===== src/rtl/seq_frame_tx_if.sv =====
// Handshake and line bundle for the 1011 sync-pattern frame transmitter.
// The master side supplies payload words, the slave side (the transmitter)
// drives the serial line and its status flags.
interface seq_frame_tx_if #(
    parameter int DATA_WIDTH = 8
);
    logic [DATA_WIDTH-1:0] data_in;
    logic                  load;
    logic                  ready;
    logic                  serial_out;
    logic                  frame_active;
    logic                  stuff_flag;
    logic                  done;

    modport master (
        output data_in,
        output load,
        input  ready,
        input  serial_out,
        input  frame_active,
        input  stuff_flag,
        input  done
    );

    modport slave (
        input  data_in,
        input  load,
        output ready,
        output serial_out,
        output frame_active,
        output stuff_flag,
        output done
    );
endinterface


===== src/rtl/seq_frame_tx.sv =====
// Serial frame transmitter: sends the 1011 sync header, then the payload
// MSB first, inserting a 0 whenever the last three line bits are 101 so
// that 1011 can never appear on the line outside a header.
module seq_frame_tx #(
    parameter int DATA_WIDTH = 8
) (
    input  logic          clock,
    input  logic          reset,
    seq_frame_tx_if.slave bus
);

    localparam logic [3:0] SYNC = 4'b1011;
    localparam int         CW   = $clog2(DATA_WIDTH + 1);

    typedef enum logic [1:0] {
        S_IDLE,
        S_SYNC,
        S_PAYLOAD,
        S_GAP
    } state_t;

    state_t                state;
    logic [DATA_WIDTH-1:0] shift_reg;
    logic [CW-1:0]         bit_cnt;
    logic [1:0]            sync_idx;
    logic [2:0]            history;
    logic                  ready;

    // A new frame may start from idle or during the single gap cycle.
    assign ready     = (state == S_IDLE) || (state == S_GAP);
    assign bus.ready = ready;

    // Frame sequencer: each edge registers the bit that the line carries next cycle.
    always_ff @(posedge clock) begin
        if (reset) begin
            state            <= S_IDLE;
            shift_reg        <= '0;
            bit_cnt          <= '0;
            sync_idx         <= '0;
            history          <= '0;
            bus.serial_out   <= 1'b0;
            bus.frame_active <= 1'b0;
            bus.stuff_flag   <= 1'b0;
            bus.done         <= 1'b0;
        end else begin
            bus.done       <= 1'b0;
            bus.stuff_flag <= 1'b0;
            case (state)
                S_IDLE, S_GAP: begin
                    if (bus.load && ready) begin
                        shift_reg        <= bus.data_in;
                        bit_cnt          <= CW'(DATA_WIDTH);
                        sync_idx         <= 2'd2;
                        history          <= {2'b00, SYNC[3]};
                        bus.serial_out   <= SYNC[3];
                        bus.frame_active <= 1'b1;
                        state            <= S_SYNC;
                    end else begin
                        bus.serial_out   <= 1'b0;
                        bus.frame_active <= 1'b0;
                        state            <= S_IDLE;
                    end
                end
                S_SYNC: begin
                    bus.serial_out <= SYNC[sync_idx];
                    history        <= {history[1:0], SYNC[sync_idx]};
                    sync_idx       <= sync_idx - 2'd1;
                    if (sync_idx == 2'd0) begin
                        state <= S_PAYLOAD;
                    end
                end
                S_PAYLOAD: begin
                    if (bit_cnt == '0) begin
                        bus.serial_out   <= 1'b0;
                        bus.frame_active <= 1'b0;
                        bus.done         <= 1'b1;
                        history          <= {history[1:0], 1'b0};
                        state            <= S_GAP;
                    end else if (history == 3'b101) begin
                        bus.serial_out <= 1'b0;
                        bus.stuff_flag <= 1'b1;
                        history        <= {history[1:0], 1'b0};
                    end else begin
                        bus.serial_out <= shift_reg[DATA_WIDTH-1];
                        history        <= {history[1:0], shift_reg[DATA_WIDTH-1]};
                        shift_reg      <= {shift_reg[DATA_WIDTH-2:0], 1'b0};
                        bit_cnt        <= bit_cnt - CW'(1);
                    end
                end
                default: begin
                    bus.serial_out   <= 1'b0;
                    bus.frame_active <= 1'b0;
                    state            <= S_IDLE;
                end
            endcase
        end
    end

endmodule

===== src/flat_wrapper.sv =====
// flat-port wrapper written by rule: the top's interface ports become plain ports
module seq_frame_tx_flat 
#(
    parameter int DATA_WIDTH = 8
)
  (clock, reset, bus_data_in, bus_load, bus_ready, bus_serial_out, bus_frame_active, bus_stuff_flag, bus_done);
  seq_frame_tx_if #(.DATA_WIDTH(DATA_WIDTH)) bus_i ();
  input  logic clock;
  input  logic reset;
  input wire logic [$bits(bus_i.data_in)-1:0] bus_data_in;
  input wire logic [$bits(bus_i.load)-1:0] bus_load;
  output wire logic [$bits(bus_i.ready)-1:0] bus_ready;
  output wire logic [$bits(bus_i.serial_out)-1:0] bus_serial_out;
  output wire logic [$bits(bus_i.frame_active)-1:0] bus_frame_active;
  output wire logic [$bits(bus_i.stuff_flag)-1:0] bus_stuff_flag;
  output wire logic [$bits(bus_i.done)-1:0] bus_done;
  assign bus_i.data_in = bus_data_in;
  assign bus_i.load = bus_load;
  assign bus_ready = bus_i.ready;
  assign bus_serial_out = bus_i.serial_out;
  assign bus_frame_active = bus_i.frame_active;
  assign bus_stuff_flag = bus_i.stuff_flag;
  assign bus_done = bus_i.done;
  seq_frame_tx #(.DATA_WIDTH(DATA_WIDTH)) u_core (.clock(clock), .reset(reset), .bus(bus_i));
endmodule

===== config.mk =====
export PLATFORM = sky130hd
export DESIGN_NAME = seq_frame_tx_flat
export DESIGN_NICKNAME = d
export VERILOG_FILES = /design/src/rtl/seq_frame_tx_if.sv /design/src/rtl/seq_frame_tx.sv /design/src/flat_wrapper.sv
export SDC_FILE = /design/constraint.sdc
export NUM_CORES = 1
export LEC_CHECK = 0
export ABC_AREA = 1
export CORE_MARGIN = 4
export CORE_UTILIZATION = 47
export CTS_CLUSTER_DIAMETER = 40
export CTS_CLUSTER_SIZE = 14
export DETAILED_ROUTE_END_ITERATION = 16
export PLACE_DENSITY = 0.83
export REMOVE_ABC_BUFFERS = 1
export SLEW_MARGIN = 20
export SYNTH_ARGS = -nofsm -noshare
export SYNTH_HDL_FRONTEND = slang
export SYNTH_SLANG_ARGS = --single-unit

===== constraint.sdc =====
create_clock -name clock -period 1.4 [get_ports clock]
set_input_delay 0.14 -clock clock [delete_from_list [all_inputs] [get_ports clock]]
set_output_delay 0.14 -clock clock [all_outputs]
set_load 0.05 [all_outputs]

==> run summary, run 1 <==
========================================================================================
Outcome                                                                     finished, violations left
Failing checks                                                              setup timing
Initial standard-cell utilization of the core                                      49.6%
Vias in the first global route                                                      1129
Cell with the most instances on the worst path                                   nand2_4
Synthesized instance count                                                           159
Buffers on Ports                                                                      15
Boundary pin count                                                                    16
Startpoint type of the worst setup path                                         register
Crit-path cells                                                             inv_2 > ha_4 > nand2_4 > o21ai_4 > nand2_4 > nor2_4 > nand2_1 > a21oi_1
Sequential-to-total area share from yosys stat                                     41.6%
Crit path required time                                                          1.65 ns
Total count of hold-check failures in the final report                                 0
Count of warnings emitted by yosys                                                     0
Standard-cell rows                                                                    17
H-Tree Depth                                                                           1
Count of inserted antenna diode cells                                                  0
Max FFs per register                                                                   8
Total of endpoints with negative setup slack in the final report                       6
Hold Path Class                                                                in -> reg
Worst-skew pair later-pin latency                                                0.32 ns
Number of remaining DRC errors                                                         0
Pin count of the biggest net entering global routing                                  18
CP Data Arrival Time                                                             1.70 ns
Least-Margin Pin Slew                                                           0.250 ns
Initial detailed-routing violation count                                              14
Post-layout total power                                                          3.31 mW
Minimum hold slack                                                              0.368 ns
F_max                                                                            687 MHz
Layout Skew                                                                   0.00430 ns
Overall die width                                                                56.5 um
Pre-antenna DRT Iters                                                                  4
Area used by sequential logic in the layout                                     467 um^2
Routed wire length per instance                                                  13.1 um
Remaining antenna violation count                                                      0
Root buffer cell                                                                clkbuf_4
Final Max Slew Viols                                                                   0
Global router's overall resource usage                                             20.0%
Post-layout instance count excluding filler cells                                    215
Std-Cell Core Area                                                             2230 um^2
Synthesized area per cell                                                      6.96 um^2
Worst-path clk slew                                                              0.13 ns
Clk buf depth                                                                          2
Unrepaired setup endpoints after global routing                                     true
TritonCTS clock tree                                                               built
Maximum net fanout on the critical path                                                5
Remaining Overflow, GRT                                                                0
Post-route setup slack                                                        -0.0561 ns
Area share of the leading cell type in the synthesized netlist                     41.6%
Worst setup path category                                                     reg -> reg
CP endpoint kind                                                                register
Relative slew slack                                                                83.3%
Routability congestion estimate from global placement                              0.836
Post-route clock period utilization                                                 104%
Maximum single-stage delay on the critical path                                  0.36 ns
Number of buffers and inverters on the critical path                                   1
Placed Cells                                                                         210
Cell taking the most area after synthesis                                        dfxtp_1
Final critical path time including I/O delays and setup                          1.46 ns
Total clock buffers created by CTS                                                     3
Cell types occupying the most area after synthesis                          dfxtp_1 42%, nand2_1 20%, a21oi_1 8.1%, ha_1 6.8%, inv_1 5.1%
Worst vdd ir                                                                     1.45 mV
Die Y                                                                            56.5 um
Number of distinct library cells after synthesis                                      22
Area occupied by multi-input gates                                              668 um^2
Setup TNS after final layout                                                   -0.108 ns
Total half-perimeter wirelength after legalization and detailed placement        1920 um
Highest-delay cell along the critical path                                       dfxtp_2
Leak                                                                            0.658 nW
Count of filler cells inserted in the layout                                         178
Reported max-cap violation count                                                       0
Area added between synthesis and finish                                            36.4%
Util after Layout                                                                  67.6%
Flops & latches, synth                                                                23
Power density cells                                                         2190 nW/um^2
Final WL                                                                         2820 um
Wire length of the first global-routing pass                                     4970 um
Initial antenna violation count                                                        0
Category of cells accounting for the largest share of critical-path delay   simple AND/OR/NAND/NOR gates
Vias after detailed routing                                                         1099
Share of final-layout standard cells stronger than drive strength 1                24.6%
Hold-fix buffers, CTS                                                                  0
Drt via density                                                                     5.11
TritonCTS Sinks                                                                       23
Die Footprint                                                                  3200 um^2
Post-layout nets                                                                     205
Post-synthesis instance area                                                   1110 um^2
========================================================================================
-- path summary, 6_finish.rpt --
check | startpoint | end | slack (ns) | depth (start not counted)
max | u_core.state[0]$_SDFFE_PP0P_ | u_core.bit_cnt[1]$_SDFFE_PP0P_ | -0.06 | 8
min | bus_data_in[0] | u_core.shift_reg[0]$_SDFFE_PP0P_ | 0.37 | 3
max reg2reg | u_core.state[0]$_SDFFE_PP0P_ | u_core.bit_cnt[1]$_SDFFE_PP0P_ | -0.06 | 8
min reg2reg | u_core.shift_reg[0]$_SDFFE_PP0P_ | u_core.shift_reg[0]$_SDFFE_PP0P_ | 0.47 | 2
-- final cells by class --
class	count	share of cell area (%)
multi-input combinational	116	44.2
sequential	23	30.9
timing repair buffer	28	16.7
inverter	16	4.14
clock buffer	4	1.74
tap	28	2.32
-- worst register-to-register path: cells and delay by family, from the launching register on --
| kind | cells | cell delay, ns |
|---|---|---|
| adders and majority gates | 1 | 0.31 |
| AOI/OAI and AO/OA | 2 | 0.26 |
| and+or+nand+nor | 4 | 0.40 |
| DFF | 1 | 0.36 |
| buffers and inverters | 1 | 0.06 |
-- timing repair --
item / CTS / global route
hold endpoints to repair: 0 / 0
cloned: 1 / 0
gates resized for setup: 17 / 16
endpoints found under the setup margin: 20 / 21
pin swaps: 4 / 3
setup buffers: 0 / 0
-- layer usage --
metal	routed length, um	GRT usage, %	up-vias
met5	0	0	-
met4	99	11.9	0
met3	101	3.45	8
met2	1460	35.3	24
met1	1160	22.1	505
li1	-	-	562
-- cell families (layout without fill, tap and decap cells) --
group	count (synthesis)	count (layout)	share of synthesized area (%)
buf+inv	21	48	7.68
flops	23	23	41.6
fa+ha+maj	6	6	6.78
xor+xnor	1	1	0.791
compound gates	27	27	13.1
simple gates	81	82	30.1
-- power by group --
| part | switching [mW] | total, mW | internal, mW | leakage (nW) |
|---|---|---|---|---|
| Sequential | 0.135 | 0.992 | 0.857 | 0.190 |
| Combinational | 1.18 | 2.01 | 0.832 | 0.454 |
| Clock | 0.201 | 0.313 | 0.112 | 0.0150 |
| Total | 1.51 | 3.31 | 1.80 | 0.658 |
-- cell usage after synthesis --
cell / number
buf_4: 1
o211ai_1: 1
nor2_4: 1
or2_2: 1
inv_2: 1
ha_1: 6
nand3_2: 1
dfxtp_1: 23
nand2_1: 59
clkbuf_1: 2
xnor2_1: 1
inv_1: 15
nor3_1: 1
a31oi_1: 1
a211oi_1: 1
nor2_1: 10
a21oi_1: 18
o21ai_2: 1
o21ai_0: 5
nand3_1: 7
buf_2: 2
nand4_1: 1
-- metrics by stage --
step | area, um^2 | setup slack (ns)
2_1_floorplan | 1080 | -0.388
3_3_place_gp | 1370 | -0.0605
3_5_place_dp | 1370 | -0.153
4_1_cts | 1460 | -0.0130
5_1_grt | 1510 | -0.108
6_report | 1510 | -0.0561
-- placed cells by master (no fill, tap or decap), drive strengths merged --
| master | Yosys | layout |
|---|---|---|
| nand2 | 59 | 59 |
| dfxtp | 23 | 23 |
| a21oi | 18 | 18 |
| buf | 3 | 18 |
| inv | 16 | 16 |
| nor2 | 11 | 12 |
| clkdlybuf4s50 | 0 | 10 |
| nand3 | 8 | 8 |
| ha | 6 | 6 |
| o21ai | 6 | 6 |
| clkbuf | 2 | 4 |
| nand4 | 1 | 1 |
| nor3 | 1 | 1 |
| or2 | 1 | 1 |
| a211oi | 1 | 1 |
| xnor2 | 1 | 1 |
| a31oi | 1 | 1 |
| o211ai | 1 | 1 |
Power figures use the tool's default switching activity.
==> run 2, diff against run 1 <==
Settings changed: SLEW_MARGIN 20 to not set.
==> results of run 2 <==
Final layout, timing and power as in run 1 (identical DEF).
==> run 3, diff against run 2 <==
Settings changed: CORE_UTILIZATION 47 to 32, GPL_TIMING_DRIVEN set to 0, HOLD_SLACK_MARGIN set to 0.12, PLACE_DENSITY 0.83 to 0.64.
==> run 3 against run 2 <==
Net effect:
- the flow still finishes with violations (setup timing)
- clock-buffer cell count unchanged
- total power down 4.8%
- sequential share of layout area down 0.53 points
- setup slack better by 0.021 ns
- clock power up 3%
- largest power group unchanged
- combinational power down 7%
- fmax up 1.4%
==> run summary, run 3 (synthesized netlist as in run 1, its figures left out) <==
========================================================================================
Outcome                                                                     finished, violations left
Failing checks                                                              setup timing
CP endpoint kind                                                                register
Wire length of the first global-routing pass                                     4360 um
F_max                                                                            697 MHz
Vias after detailed routing                                                         1084
Buffers on Ports                                                                      15
Standard-cell rows                                                                    21
Layout Skew                                                                   0.00339 ns
Remaining antenna violation count                                                      0
Count of inserted antenna diode cells                                                  0
Number of remaining DRC errors                                                         0
Root buffer cell                                                                clkbuf_4
Count of filler cells inserted in the layout                                         354
Clk buf depth                                                                          2
Startpoint type of the worst setup path                                         register
Boundary pin count                                                                    16
Overall die width                                                                66.8 um
Total of endpoints with negative setup slack in the final report                       6
Util after Layout                                                                  45.7%
Initial antenna violation count                                                        0
Worst-skew pair later-pin latency                                                0.32 ns
Final critical path time including I/O delays and setup                          1.44 ns
Pre-antenna DRT Iters                                                                  4
Commonest non-fill, non-tap cell in the layout                                   nand2_1
Max FFs per register                                                                   8
Post-route clock period utilization                                                 103%
Remaining Overflow, GRT                                                                0
Worst setup path category                                                     reg -> reg
Pin count of the biggest net entering global routing                                  19
Hold Path Class                                                                in -> reg
Total clock buffers created by CTS                                                     3
Final WL                                                                         2540 um
Die Footprint                                                                  4470 um^2
Post-layout nets                                                                     203
Power density cells                                                         2070 nW/um^2
Worst-path clk slew                                                              0.13 ns
Reported max-cap violation count                                                       0
Initial standard-cell utilization of the core                                      33.2%
TritonCTS Sinks                                                                       23
Post-layout total power                                                          3.16 mW
Post-layout instance count excluding filler cells                                    231
H-Tree Depth                                                                           1
TritonCTS clock tree                                                               built
Vias in the first global route                                                       981
Die Y                                                                            66.8 um
Maximum net fanout on the critical path                                                7
Setup TNS after final layout                                                   -0.148 ns
Total half-perimeter wirelength after legalization and detailed placement        1550 um
Routed wire length per instance                                                  11.0 um
Worst vdd ir                                                                    0.815 mV
Highest-count cells in the layout ignoring fill and taps                    52 x nand2_1, 21 x dfxtp_1, 14 x inv_1, 14 x a21oi_1, 10 x buf_4
Least-Margin Pin Slew                                                           0.723 ns
Leak                                                                            0.665 nW
Initial detailed-routing violation count                                              43
Relative slew slack                                                                51.7%
Std-Cell Core Area                                                             3340 um^2
Drt via density                                                                     4.69
Crit path required time                                                          1.59 ns
CP Data Arrival Time                                                             1.63 ns
Global router's overall resource usage                                             12.8%
Routability congestion estimate from global placement                              0.769
Total count of hold-check failures in the final report                                 0
Unrepaired setup endpoints after global routing                                     true
Area added between synthesis and finish                                            37.6%
Share of final-layout standard cells stronger than drive strength 1                21.6%
Final Max Slew Viols                                                                   0
Placed Cells                                                                         215
Post-route setup slack                                                        -0.0354 ns
========================================================================================
==> run 3: per-layer routing <==
metal | part of all wire (%) | up-vias | GRT usage [%]
met4 | 1.7 | 0 | 5.33
li1 | - | 561 | -
met1 | 46 | 492 | 15.7
met5 | 0 | - | 0
met3 | 4.7 | 5 | 2.02
met2 | 47 | 26 | 22.0
==> run 3: path summary, 6_finish.rpt <==
check | slack (ns) | end | start | cells after the start
setup reg to reg | -0.04 | u_core.shift_reg[4]$_SDFFE_PP0P_ | u_core.state[0]$_SDFFE_PP0P_ | 8
hold reg to reg | 0.47 | u_core.shift_reg[0]$_SDFFE_PP0P_ | u_core.shift_reg[0]$_SDFFE_PP0P_ | 2
setup / recovery | -0.04 | u_core.shift_reg[4]$_SDFFE_PP0P_ | u_core.state[0]$_SDFFE_PP0P_ | 8
hold / removal | 0.37 | u_core.shift_reg[0]$_SDFFE_PP0P_ | bus_data_in[0] | 3
==> run 3: critical path, cell delays in order (launching register included) <==
cell     delay [ns]
dfxtp_2        0.36
inv_2          0.05
ha_4           0.31
nand2_4        0.07
o21ai_4        0.08
buf_6          0.14
nand3_4        0.13
nand2_1        0.11
a21oi_2        0.06
==> run 3: final cells by class <==
type / instances / area, um^2 / area share [%]
Clock buffer: 4 / 26.3 / 1.72
Inverter: 16 / 62.6 / 4.11
Multi-Input combinational cell: 117 / 691 / 45.3
Sequential cell: 23 / 463 / 30.4
Tap cell: 46 / 57.6 / 3.78
Timing Repair Buffer: 25 / 224 / 14.7
==> run 3: through the flow <==
stage / hold slack (ns) / worst slack [ns] / instance area (um^2)
3_3_place_gp: 0.456 / -0.616 / 1290
4_1_cts: 0.366 / -0.0148 / 1440
3_5_place_dp: 0.459 / -0.617 / 1290
2_1_floorplan: 0.209 / -0.388 / 1080
6_report: 0.369 / -0.0354 / 1520
5_1_grt: 0.375 / -0.104 / 1520
==> run 3: what timing repair did <==
item / in CTS / in global routing
hold buffers: 0 / 0
resized for setup: 26 / 19
setup endpoints to repair: 28 / 19
cloned: 2 / 0
pin swaps: 6 / 7
buffers inserted: 6 / 4
==> run 3: report_power, final <==
| part | leakage, nW | total [mW] | internal (mW) | switching, mW |
|---|---|---|---|---|
| Sequential | 0.189 | 0.963 | 0.851 | 0.112 |
| Clock | 0.0150 | 0.323 | 0.111 | 0.212 |
| Combinational | 0.461 | 1.87 | 0.724 | 1.15 |
| Total | 0.665 | 3.16 | 1.69 | 1.47 |
